<file path="src/rtl/packetmem_rd_port_pkg.sv">
// Shared encodings for the packet-memory read responder.
// Transfer sizes, FSM states and the byte-count lookup.
package packetmem_rd_port_pkg;

    typedef enum logic [1:0] {
        SZ_WORD = 2'd0,
        SZ_HALF = 2'd1,
        SZ_BYTE = 2'd2,
        SZ_RSVD = 2'd3
    } xfer_sz_e;

    typedef enum logic [2:0] {
        ST_IDLE   = 3'd0,
        ST_ISSUE0 = 3'd1,
        ST_DATA0  = 3'd2,
        ST_DATA1  = 3'd3,
        ST_RESP   = 3'd4
    } state_e;

    // Indexed by transfer_sz; the reserved code maps to zero bytes.
    localparam logic [3:0][2:0] NBYTES_LUT = {
        3'd0, 3'd1, 3'd2, 3'd4
    };

    function automatic logic [2:0] xfer_nbytes(
        input logic [1:0] sz
    );
        return NBYTES_LUT[sz];
    endfunction

endpackage

</file>
<file path="src/rtl/packetmem_byte_extract.sv">
// Big-endian byte extraction from a two-word window.
// Picks nbytes starting at off, zero-extended to 32 bits.
module packetmem_byte_extract
    import packetmem_rd_port_pkg::*;
(
    input  logic [63:0] words,
    input  logic [1:0]  off,
    input  logic [1:0]  sz,
    output logic [31:0] result
);

    logic [31:0] win;
    logic        unused_tail;

    // The last byte of the window can never be requested.
    assign unused_tail = ^words[7:0];

    always_comb begin
        win = words[63:32];
        unique case (off)
            2'd0: win = words[63:32];
            2'd1: win = words[55:24];
            2'd2: win = words[47:16];
            2'd3: win = words[39:8];
            default: win = words[63:32];
        endcase
    end

    always_comb begin
        result = 32'h0;
        unique case (sz)
            SZ_WORD: result = win;
            SZ_HALF: result = {16'h0, win[31:16]};
            SZ_BYTE: result = {24'h0, win[31:24]};
            default: result = 32'h0;
        endcase
    end

endmodule

</file>
<file path="src/rtl/packetmem_rd_port.sv">
// Packet-memory read responder: 1/2/4-byte big-endian loads.
// Macro PACKETMEM_RD_BOUNDS_CHECK_EN enables the packet_len check.
module packetmem_rd_port
    import packetmem_rd_port_pkg::*;
#(
    parameter int PACKET_BYTE_ADDR_WIDTH = 12,
    parameter int PACKET_ADDR_WIDTH      = PACKET_BYTE_ADDR_WIDTH - 2,
    parameter int PACKET_DATA_WIDTH      = 32
) (
    input  logic                              clk,
    input  logic                              rst,
    input  logic                              rd_en,
    input  logic [PACKET_BYTE_ADDR_WIDTH-1:0] byte_addr,
    input  logic [1:0]                        transfer_sz,
    input  logic [31:0]                       packet_len,
    output logic                              rd_ready,
    output logic                              rd_valid,
    output logic [31:0]                       rd_data,
    output logic                              rd_err,
    output logic                              mem_rd_en,
    output logic [PACKET_ADDR_WIDTH-1:0]      mem_rd_addr,
    input  logic [PACKET_DATA_WIDTH-1:0]      mem_rd_data
);

    localparam int BW = PACKET_BYTE_ADDR_WIDTH;
    localparam int AW = PACKET_ADDR_WIDTH;

    state_e state_q, state_d;

    logic [BW-1:0] addr_q, addr_d;
    logic [1:0]    sz_q, sz_d;
    logic          span_q, span_d;
    logic          err_q, err_d;
    logic [31:0]   word0_q, word0_d;
    logic [31:0]   rd_data_q, rd_data_d;

    logic [2:0]    req_nbytes;
    logic          req_span;
    logic          req_rsvd;
    logic          req_oob;
    logic          req_bad;
    logic [AW-1:0] w0;
    logic [63:0]   ext_words;
    logic [31:0]   ext_result;

    assign req_nbytes = xfer_nbytes(transfer_sz);
    assign req_rsvd   = (transfer_sz == SZ_RSVD);
    assign req_span   = ({2'b00, byte_addr[1:0]}
                        + {1'b0, req_nbytes}) > 4'd4;

`ifdef PACKETMEM_RD_BOUNDS_CHECK_EN
    logic [32:0] req_end;

    // Widened so the end address can never wrap below packet_len.
    assign req_end = 33'(byte_addr) + 33'(req_nbytes);
    assign req_oob = req_end > {1'b0, packet_len};
`else
    logic unused_len;

    assign unused_len = ^packet_len;
    assign req_oob    = 1'b0;
`endif

    assign req_bad = req_rsvd | req_oob;
    assign w0      = addr_q[BW-1:2];

    always_ff @(posedge clk or negedge rst) begin
        if (!rst) begin
            state_q <= ST_IDLE;
        end else begin
            state_q <= state_d;
        end
    end

    always_comb begin
        state_d = state_q;
        unique case (state_q)
            ST_IDLE: begin
                if (rd_en) begin
                    state_d = req_bad ? ST_RESP : ST_ISSUE0;
                end
            end
            ST_ISSUE0: state_d = ST_DATA0;
            ST_DATA0:  state_d = span_q ? ST_DATA1 : ST_RESP;
            ST_DATA1:  state_d = ST_RESP;
            ST_RESP:   state_d = ST_IDLE;
            default:   state_d = ST_IDLE;
        endcase
    end

    always_comb begin
        rd_ready    = (state_q == ST_IDLE);
        rd_valid    = (state_q == ST_RESP);
        rd_err      = rd_valid & err_q;
        rd_data     = rd_data_q;
        mem_rd_en   = 1'b0;
        mem_rd_addr = '0;
        unique case (state_q)
            ST_ISSUE0: begin
                mem_rd_en   = 1'b1;
                mem_rd_addr = w0;
            end
            ST_DATA0: begin
                mem_rd_en   = span_q;
                mem_rd_addr = span_q ? w0 + AW'(1) : '0;
            end
            default: begin
                mem_rd_en   = 1'b0;
                mem_rd_addr = '0;
            end
        endcase
    end

    // Non-spanning data sits in the upper word of the window.
    assign ext_words = (state_q == ST_DATA1)
                     ? {word0_q, mem_rd_data}
                     : {mem_rd_data, 32'h0};

    packetmem_byte_extract u_extract (
        .words  (ext_words),
        .off    (addr_q[1:0]),
        .sz     (sz_q),
        .result (ext_result)
    );

    always_comb begin
        addr_d    = addr_q;
        sz_d      = sz_q;
        span_d    = span_q;
        err_d     = err_q;
        word0_d   = word0_q;
        rd_data_d = rd_data_q;
        unique case (state_q)
            ST_IDLE: begin
                if (rd_en) begin
                    addr_d = byte_addr;
                    sz_d   = transfer_sz;
                    span_d = req_span;
                    err_d  = req_bad;
                    if (req_bad) begin
                        rd_data_d = 32'h0;
                    end
                end
            end
            ST_DATA0: begin
                if (span_q) begin
                    word0_d = mem_rd_data;
                end else begin
                    rd_data_d = ext_result;
                end
            end
            ST_DATA1: rd_data_d = ext_result;
            default: begin
                rd_data_d = rd_data_q;
            end
        endcase
    end

    always_ff @(posedge clk or negedge rst) begin
        if (!rst) begin
            addr_q    <= '0;
            sz_q      <= 2'd0;
            span_q    <= 1'b0;
            err_q     <= 1'b0;
            word0_q   <= 32'h0;
            rd_data_q <= 32'h0;
        end else begin
            addr_q    <= addr_d;
            sz_q      <= sz_d;
            span_q    <= span_d;
            err_q     <= err_d;
            word0_q   <= word0_d;
            rd_data_q <= rd_data_d;
        end
    end

endmodule

</file>
<file path="config.mk">
export PLATFORM = sky130hd
export DESIGN_NAME = packetmem_rd_port
export DESIGN_NICKNAME = d
export VERILOG_FILES = /design/src/rtl/packetmem_rd_port_pkg.sv /design/src/rtl/packetmem_byte_extract.sv /design/src/rtl/packetmem_rd_port.sv
export SDC_FILE = /design/constraint.sdc
export NUM_CORES = 1
export LEC_CHECK = 0
export BUFFER_PORTS_ARGS = -buffer_cell sky130_fd_sc_hd__clkbuf_2
export CAP_MARGIN = 0
export CORE_MARGIN = 3
export CORE_UTILIZATION = 50
export CTS_BUF_LIST = sky130_fd_sc_hd__clkbuf_8
export DETAILED_ROUTE_END_ITERATION = 8
export PLACE_DENSITY_LB_ADDON = 0.2
export SYNTH_ARGS = -nofsm -noshare
export SYNTH_HDL_FRONTEND = slang
export SYNTH_SLANG_ARGS = --single-unit
</file>
<file path="constraint.sdc">
create_clock -name clk -period 1.9 [get_ports clk]
set_clock_uncertainty 0.05 [all_clocks]
set_input_delay 0.19 -clock clk [delete_from_list [all_inputs] [get_ports clk]]
set_output_delay 0.19 -clock clk [all_outputs]
set_load 0.005 [all_outputs]
</file>
==> results.yml, run 1 <==
job:
  cap_violations: 0
synth:
  syn_area_um2: 5140
  synth_xor_area_share_pct: 0.170
  ys_seq_area_share_pct: 40.4
  synthCells: 550
  yosysMostFrequentCell: "nand2_1"
  synthMuxAreaShare_pct: 20.0
  synth_compound_area_share_pct: 14.0
  synth_area_leaders: "dfrtp_1, nand2_1, mux4_2"
  yosysTopAreaCellShare_pct: 40.4
  yosys.area_share.adder_pct: 1.12
  synth_seq_cells: 83
  synth-simple-area-share_pct: 19.4
  synthTopCellsByCount: "nand2_1, dfrtp_1, o21ai_0, mux2i_1, clkbuf_1"
  syn_area_per_cell_um2: 9.35
  async_flop_share_pct: 100
  synth_ff_type: "dfrtp_1"
  synth_cell_type_count: 53
  synth_top_family_by_area: "multiplexers"
  synthesis.nets: 635
  yosysWarnings: 0
  synth-edff-count: 0
  synth_top_cell_by_area: "dfrtp_1"
power_and_ir_drop:
  combPwrFrac_pct: 57.7
  peakVddDrop_uv: 991
  p_sw_w: 0.00445
  seqPwrFrac_pct: 30.0
  total_power_w: 0.0108
  internal_power_w: 0.00632
  switching_share_pct: 41.3
  p_clk_share_pct: 12.4
  leakage_nw: 3.29
  powerDensity_nw_per_um2: 1560
global_routing:
  antenna_found_initial: 0
  grt_pass1_vias: 4660
  grt_max_degree: 46
  grt_pass1_wl_um: 24100
  grt_overflow_total: 0
  track_usage_pct: 26.4
detailed_routing:
  finalWirelength_um: 15200
  wl_per_cell_um: 18.2
  m1WireLength_um: 6740
  drc: 0
  dr_wl_met3_um: 1270
  avgViaCountPerCell: 5.95
  drt_iter0_markers: 414
  final_antenna_net_count: 0
  met2_length_um: 7010
  dr.max_layer_used: "met4"
  vias: 4992
  firstDrtPassIters: 6
timing:
  drv_slew: 0
  rsz0062_at_grt: "yes"
  tightest_slew_ns: 0.493
  fin_crit_ns: 2.03
  hold_viol_final: 2
  fin_crit_sh_pct: 107
  setup_viol: 33
  fmax_ghz: 0.492
  whs_ns: -0.00132
  slew_headroom_pct: 67.0
  setup_ws_ns: -0.134
worst_setup_path:
  critPathKind: "flip-flop to output pin"
  end_kind: "output pin"
  critPathLaunchType: "flip-flop"
  r2r_start: "state_q[0]"
  cp_max_fo: 5
  worstPathArrival_ns: 1.79
  critPathLaunch: "state_q[0]"
  required_ns: 1.66
clocking:
  clockBufferDepth: 2
  cts_made_buffers: 9
  clock_latency_ns: 0.37
  cts_tree: "done"
  cts-htree-levels: 3
  clock-sinks: 83
  root_buffer: "clkbuf_8"
  clk_pin_slew_worst_paths_ns: 0.09
finish:
  num-fill-cells: 758
  area_growth_pct: 34.6
  drive_gt1_share_pct: 42.8
  final_nets: 787
  antenna_cells: 0
floorplanning:
  start_util_pct: 51.9
  die_w_um: 107
  placementRows: 36
  die_h_um: 107
  die_area_um2: 11500
  ioPinCount: 127
  core_area_um2: 9910
min_path:
  min_from: "byte_addr[7]"
  hold_path_class: "input port to flip-flop"
placed_design:
  dp_hpwl_um: 10700
  port_buffers: 94
  globalplace.congestion: 0.888
  post-place-ws_ns: -0.0983
outcome:
  violations: "hold timing, setup timing"
  status: "finished with violations"
==> metrics by stage <==
step                util [%]  std cells  TNS [ns]  hold WS (ns)  area [µm²]
floorplan                  -        550    -0.485        -0.156        5160
global placement        61.1        788    -0.402        0.0772        6050
detailed placement      61.1        788     -1.18        0.0808        6050
CTS                     66.9        829     -1.27       0.00140        6630
global route            69.9        839     -4.26       0.00345        6920
finish                  69.9        839     -1.83      -0.00132        6920
==> routing by layer <==
layer	global-route usage (%)	up-vias
met5	0	-
met4	6.58	0
met3	5.04	23
met2	39.9	260
met1	39.4	2426
li1	-	2283
==> registers in the layout (all words and copies together) (netlist names) <==
signal   count
addr_q      12
err_q        1
rd_data     32
span_q       1
state_q      3
sz_q         2
word0_q     32
==> worst max-delay path: stages, from the launching register on <==
cell      delay [ns]
dfrtp_1         0.43
buf_6           0.15
nand2b_4        0.15
nor2_4          0.14
buf_6           0.14
nand4_1         0.12
o21ai_2         0.16
clkbuf_2        0.13
==> worst paths after layout <==
| check | endpoint | slack [ns] | cells after the start |
|---|---|---|---|
| max in group asynchronous | addr_q[1] | 1.01 | 3 |
| min in group asynchronous | rd_data[31] | 0.23 | 2 |
| hold reg to reg | rd_data[23] | 0.43 | 2 |
| hold / removal | addr_q[7] | -0.001 | 2 |
| setup reg to reg | rd_data[9] | -0.13 | 7 |
| setup / recovery | mem_rd_addr[6] | -0.13 | 7 |
==> cell families (layout without fill, tap and decap cells) <==
| kind of cell | after synthesis | in the layout |
|---|---|---|
| multiplexers | 73 | 73 |
| AND/OR/NAND/NOR | 218 | 218 |
| buffers and inverters | 55 | 211 |
| flip-flops | 83 | 83 |
| XOR/XNOR | 1 | 1 |
| AO/OA/AOI/OAI | 116 | 116 |
| adder cells (fa/ha/maj) | 4 | 4 |
==> cells in the final DEF (no fill, tap or decap), types with 6 or more instances in the layout <==
master and count:
o22ai_1 6, a21oi_1 15, buf_6 21, o21ai_0 13
dfrtp_1 80, mux2i_2 6, nand3_1 15, o21ai_1 25
o21ai_2 9, o211ai_1 6, buf_2 7, nor3_1 7
mux2_2 19, nand4_1 7, clkbuf_8 11, nand2_1 137
mux4_2 22, inv_1 9, mux2i_1 23, clkbuf_2 85
buf_4 63
==> cell type report <==
class	count	area, µm²	area share [%]
Timing Repair Buffer	187	1340	19.3
Sequential cell	83	2080	30.1
Tap cell	133	166	2.40
Clock buffer	11	151	2.19
Multi-Input combinational cell	412	3110	44.9
Clock inverter	4	50.0	0.723
Inverter	9	33.8	0.488
==> power by group through the flow <==
stage               Clock (W)  Combinational (W)  Sequential [W]
floorplan                   0            0.00322         0.00305
global placement            0            0.00473         0.00319
detailed placement          0            0.00487         0.00325
CTS                   0.00135            0.00556         0.00319
global route          0.00143            0.00672         0.00332
finish                0.00133            0.00621         0.00323
==> timing repair <==
| item | CTS | global route |
|---|---|---|
| hold endpoints to repair | 28 | 0 |
| buffers inserted | 19 | 10 |
| hold buffers | 5 | 0 |
| gates cloned | 2 | 0 |
| pin swaps | 10 | 13 |
| setup endpoints to repair | 37 | 54 |
| resized for setup | 59 | 72 |
Power figures use the tool's default switching activity.
==> inputs of run 2 (changes only) <==
--- a/config.mk
+++ b/config.mk
@@ -5,12 +5,14 @@
 export SDC_FILE = /design/constraint.sdc
 export NUM_CORES = 1
 export LEC_CHECK = 0
-export BUFFER_PORTS_ARGS = -buffer_cell sky130_fd_sc_hd__clkbuf_2
 export CAP_MARGIN = 0
+export CELL_PAD_IN_SITES_DETAIL_PLACEMENT = 1
+export CELL_PAD_IN_SITES_GLOBAL_PLACEMENT = 1
 export CORE_MARGIN = 3
-export CORE_UTILIZATION = 50
+export CORE_UTILIZATION = 54
 export CTS_BUF_LIST = sky130_fd_sc_hd__clkbuf_8
 export DETAILED_ROUTE_END_ITERATION = 8
+export DONT_BUFFER_PORTS = 1
 export PLACE_DENSITY_LB_ADDON = 0.2
 export SYNTH_ARGS = -nofsm -noshare
 export SYNTH_HDL_FRONTEND = slang
==> constraint.sdc (replaced) <==
create_clock -name clk -period 2.59 [get_ports clk]
set_clock_uncertainty 0.05 [all_clocks]
set_input_delay 0.259 -clock clk [delete_from_list [all_inputs] [get_ports clk]]
set_output_delay 0.259 -clock clk [all_outputs]
set_load 0.005 [all_outputs]
==> run 2 against run 1 <==
  * Wire length grew 27%
  * First-iteration DRC count grew 28%
  * Total power shrank 35%
  * Sequential share of layout area grew 4.9 points
  * Sequential power shrank 21%
  * Sequential cell count is the same
  * The run now ends clean
  * Combinational power shrank 47%
  * Largest power group unchanged
==> results.yml, run 2 (same netlist as run 1, synthesis figures left out) <==
outcome:
  status: "finished clean"
worst_setup_path:
  critPathLaunchType: "flip-flop"
  end_kind: "flip-flop"
  worstPathArrival_ns: 2.67
  cp_max_fo: 25
  critPathKind: "flip-flop to flip-flop"
  required_ns: 2.78
global_routing:
  grt_pass1_vias: 5194
  grt_pass1_wl_um: 31000
  track_usage_pct: 36.8
  grt_overflow_total: 0
  grt_max_degree: 84
  antenna_found_initial: 0
clocking:
  cts-htree-levels: 3
  root_buffer: "clkbuf_8"
  clk_pin_slew_worst_paths_ns: 0.09
  clockBufferDepth: 2
  clock_latency_ns: 0.37
  postCtsSetupBuffers: 0
  cts_made_buffers: 9
  cts_tree: "done"
  clock-sinks: 83
finish:
  fin_cells: 707
  antenna_cells: 0
  final_nets: 662
  final_cell_mix: "nand2_1, dfrtp_1, o21ai_0, dlygate4sd3_1, mux2i_1"
  drive_gt1_share_pct: 13.6
  layout_commonest_cell: "nand2_1"
  area_growth_pct: 15.6
timing:
  slew_headroom_pct: 49.3
  drv_slew: 0
  setup_viol: 0
  tns_ns: 0
  fmax_ghz: 0.403
  fin_crit_sh_pct: 95.8
  whs_ns: 0.0132
  rsz0062_at_grt: "no"
  tightest_slew_ns: 0.753
  hold_viol_final: 0
  setup_ws_ns: 0.110
  fin_crit_ns: 2.48
placed_design:
  dp_cells: 645
  globalplace.congestion: 0.878
  dp_hpwl_um: 10700
  post-place-ws_ns: 0.256
  port_buffers: 0
power_and_ir_drop:
  total_power_w: 0.00701
  powerDensity_nw_per_um2: 1180
  peakVddDrop_uv: 613
  leakage_nw: 2.67
floorplanning:
  start_util_pct: 57.3
  die_h_um: 104
  ioPinCount: 127
  die_area_um2: 10700
  core_area_um2: 8980
  die_w_um: 104
  placementRows: 34
detailed_routing:
  finalWirelength_um: 19400
  avgViaCountPerCell: 6.93
  vias: 4901
  firstDrtPassIters: 5
  drc: 0
  drt_iter0_markers: 530
  final_antenna_net_count: 0
  wl_per_cell_um: 27.5
min_path:
  hold_path_class: "input port to flip-flop"
job:
  cap_violations: 0
[run 2: cell count changes in the layout (fill, tap and decap cells not counted), moves of 7 or more]
cell,previous run,this run
buf_2,7,0
buf_4,63,13
buf_6,21,0
clkbuf_2,85,0
dlygate4sd3_1,5,46
mux2i_1,23,32
o21ai_0,13,46
o21ai_1,25,2
o21ai_2,9,0
[run 2: stage by stage]
step           utilization, %  instance area [µm²]
2_1_floorplan               -                 5140
3_3_place_gp             58.2                 5220
3_5_place_dp             58.2                 5220
4_1_cts                  66.1                 5930
5_1_grt                  66.3                 5950
6_report                 66.3                 5950
[run 2: worst max-delay path, stage by stage (launching register included)]
cell and delay, ns:
dfrtp_1 0.59, and3b_1 0.29, buf_12 0.21, mux4_2 0.59, o21ai_0 0.13, a21oi_1 0.15
a221o_1 0.32
[run 2: repair_timing]
| item | CTS | global route |
|---|---|---|
| hold buffers | 46 | 1 |
| endpoints found under the hold margin | 127 | 1 |
| setup endpoints to repair | 0 | 6 |
| gates resized for setup | 0 | 3 |
[run 2: final timing paths]
path                       slack [ns]          from  cells after the start          end
setup / recovery                 0.11    state_q[1]                      6   rd_data[9]
hold / removal                   0.01  byte_addr[1]                      2    addr_q[1]
setup reg to reg                 0.11    state_q[1]                      6   rd_data[9]
hold reg to reg                  0.46   word0_q[27]                      2  word0_q[27]
max in group asynchronous        1.69           rst                      2    addr_q[0]
min in group asynchronous        0.45           rst                      2   rd_data[6]
[run 2: report_power, final]
group          switching (W)  leakage (nW)  internal [W]
clock network       0.000533         0.116      0.000631
registers           0.000667          1.05       0.00188
logic                0.00201          1.50       0.00129
[run 2: per-layer routing]
layer / GRT usage, % / vias to the layer above / part of all wire [%]
met4: 11.2 / 0 / 2.8
li1: - / 2027 / -
met1: 50.3 / 2418 / 39
met2: 58.2 / 379 / 47
met5: 0 / - / 0
met3: 9.33 / 77 / 11
[run 2: layout make-up]
cell class / instances / area (µm²)
well taps: 126 / 158
clock buffers: 9 / 124
clock inverters: 6 / 106
repair buffers: 62 / 626
flip-flops and latches: 83 / 2080
inverters: 9 / 33.8
multi-input cells: 412 / 2820
fillers: 980 / 3030
==> inputs of run 3 (changes only) <==
--- a/config.mk
+++ b/config.mk
@@ -9,11 +9,13 @@
 export CELL_PAD_IN_SITES_DETAIL_PLACEMENT = 1
 export CELL_PAD_IN_SITES_GLOBAL_PLACEMENT = 1
 export CORE_MARGIN = 3
-export CORE_UTILIZATION = 54
+export CORE_UTILIZATION = 34
 export CTS_BUF_LIST = sky130_fd_sc_hd__clkbuf_8
 export DETAILED_ROUTE_END_ITERATION = 8
 export DONT_BUFFER_PORTS = 1
+export GPL_TIMING_DRIVEN = 0
 export PLACE_DENSITY_LB_ADDON = 0.2
+export REMOVE_ABC_BUFFERS = 1
 export SYNTH_ARGS = -nofsm -noshare
 export SYNTH_HDL_FRONTEND = slang
 export SYNTH_SLANG_ARGS = --single-unit
==> run 3 against run 2 <==
  * Register-to-register slack about the same
  * Sequential power up 3%
  * Critical path type unchanged
  * Via count shrank 11%
  * Maximum frequency is essentially flat
  * Non-clock buffer count shrank 10
  * Hold slack gained 0.054 ns
  * Cell count is 6.6% higher
  * Highest routed layer unchanged
  * First-iteration DRC count shrank 54%
==> results.yml, run 3 (same netlist as run 1, synthesis figures left out) <==
floorplanning:
  die_area_um2: 16600
  core_area_um2: 14600
  placementRows: 44
  die_h_um: 129
  die_w_um: 129
  ioPinCount: 127
  start_util_pct: 35.1
power_and_ir_drop:
  p_sw_w: 0.00276
  seqPwrFrac_pct: 40.5
  leakage_nw: 2.62
  combPwrFrac_pct: 42.8
  total_power_w: 0.00648
  powerDensity_nw_per_um2: 1080
  switching_share_pct: 42.7
  peakVddDrop_uv: 499
  p_clk_share_pct: 16.7
  internal_power_w: 0.00371
finish:
  layout_commonest_cell: "nand2_1"
  drive_gt1_share_pct: 13.2
  final_nets: 652
  area_growth_pct: 16.1
  antenna_cells: 0
  multi_input_area_um2: 2850
  regArea_um2: 2080
  fin_cells: 754
  num-fill-cells: 1654
  final_cell_mix: "nand2_1, dfrtp_1, dlygate4sd3_1"
global_routing:
  grt_max_degree: 84
  grt_pass1_vias: 4606
  grt_pass1_wl_um: 25100
  grt_overflow_total: 0
  antenna_found_initial: 0
  track_usage_pct: 19.2
clocking:
  cts_tree: "done"
  cts-htree-levels: 3
  clock-sinks: 83
  cts_made_buffers: 9
  clockBufferDepth: 2
  clk_pin_slew_worst_paths_ns: 0.08
  root_buffer: "clkbuf_8"
  clock_latency_ns: 0.38
timing:
  rsz0062_at_grt: "yes"
  hold_viol_final: 0
  fin_crit_sh_pct: 95.8
  slew_headroom_pct: 18.4
  tightest_slew_ns: 1.21
  setup_ws_ns: 0.109
  fmax_ghz: 0.403
  fin_crit_ns: 2.48
  drv_slew: 0
  setup_viol: 0
  tns_ns: 0
outcome:
  status: "finished clean"
placed_design:
  port_buffers: 0
  post-place-ws_ns: -0.413
  dp_hpwl_um: 10100
  dp_cells: 691
  globalplace.congestion: 0.784
worst_setup_path:
  required_ns: 2.78
  slowest_delay_ns: 0.71
  cp_max_fo: 34
  critPathSlowestCell: "mux4_2"
  critPathLaunchType: "flip-flop"
  r2r_slack_ns: 0.11
  worstPathArrival_ns: 2.68
  end_kind: "flip-flop"
  critPathKind: "flip-flop to flip-flop"
  crit_chain: "nand3b_4 > mux4_2 > and2_1 > a211oi_1 > o211ai_1"
detailed_routing:
  avgViaCountPerCell: 5.77
  wl_per_cell_um: 20.7
  finalWirelength_um: 15600
  drc: 0
  firstDrtPassIters: 4
  vias: 4348
  drt_iter0_markers: 245
  final_antenna_net_count: 0
job:
  cap_violations: 0
min_path:
  hold_path_class: "input port to flip-flop"
[run 3: cell types whose count changed in the layout (fill, tap and decap cells not counted), sizes merged]
cell	delta
clkbuf	+2
clkinvlp	-1
bufinv	-1
clkinv	-1
dlygate4sd3	+1
buf	-11
[run 3: worst max-delay path, delay by kind of cell (launching register included)]
family             cells  cell delay [ns]
DFF                    1             0.47
muxes                  1             0.71
and+or+nand+nor        2             0.75
AOI/OAI and AO/OA      2             0.35
[run 3: final timing paths]
path                                start         end  depth (start not counted)
setup / recovery               state_q[2]  rd_data[4]                          5
hold / removal             transfer_sz[1]       err_q                          2
setup reg to reg               state_q[2]  rd_data[4]                          5
hold reg to reg                word0_q[8]  word0_q[8]                          2
max in group asynchronous             rst  state_q[1]                          2
min in group asynchronous             rst  word0_q[2]                          2
[run 3: area by class of cell]
class	count	share of cell area [%]
Tap cell	184	3.85
Sequential cell	83	34.9
Clock buffer	11	2.53
Multi-Input combinational cell	412	47.7
Clock inverter	3	1.07
Inverter	9	0.566
Timing Repair Buffer	52	9.47
[run 3: power groups by stage]
stage / Clock [W] / Combinational [W] / Sequential [W]
finish: 0.00108 / 0.00278 / 0.00262
global route: 0.00117 / 0.00312 / 0.00273
CTS: 0.00111 / 0.00279 / 0.00262
detailed placement: 0 / 0.00267 / 0.00264
global placement: 0 / 0.00245 / 0.00270
floorplan: 0 / 0.00197 / 0.00245
[run 3: through the flow]
step	hold slack [ns]	instance area [µm²]	utilization, %
after floorplan	-0.0866	4920	-
after global placement	-0.0836	5150	35.2
after detailed placement	-0.0830	5230	35.7
after CTS	0.0518	5950	40.7
after global routing	0.0672	5970	40.8
final	0.0670	5970	40.8
[run 3: timing repair]
item | in CTS | in global routing
hold buffers | 48 | 0
gates resized for setup | 5 | 5
pin swaps | 0 | 1
endpoints found under the hold margin | 129 | 0
setup endpoints to repair | 28 | 16
setup buffers | 0 | 1
[run 3: routing by layer]
metal	vias up	part of all wire [%]	GRT usage, %	wire, µm
met5	-	0	0	0
met4	0	1.4	4.88	216
met3	19	5.2	4.91	807
met2	100	47	31.3	7380
met1	2226	46	25.6	7230
li1	2003	-	-	-
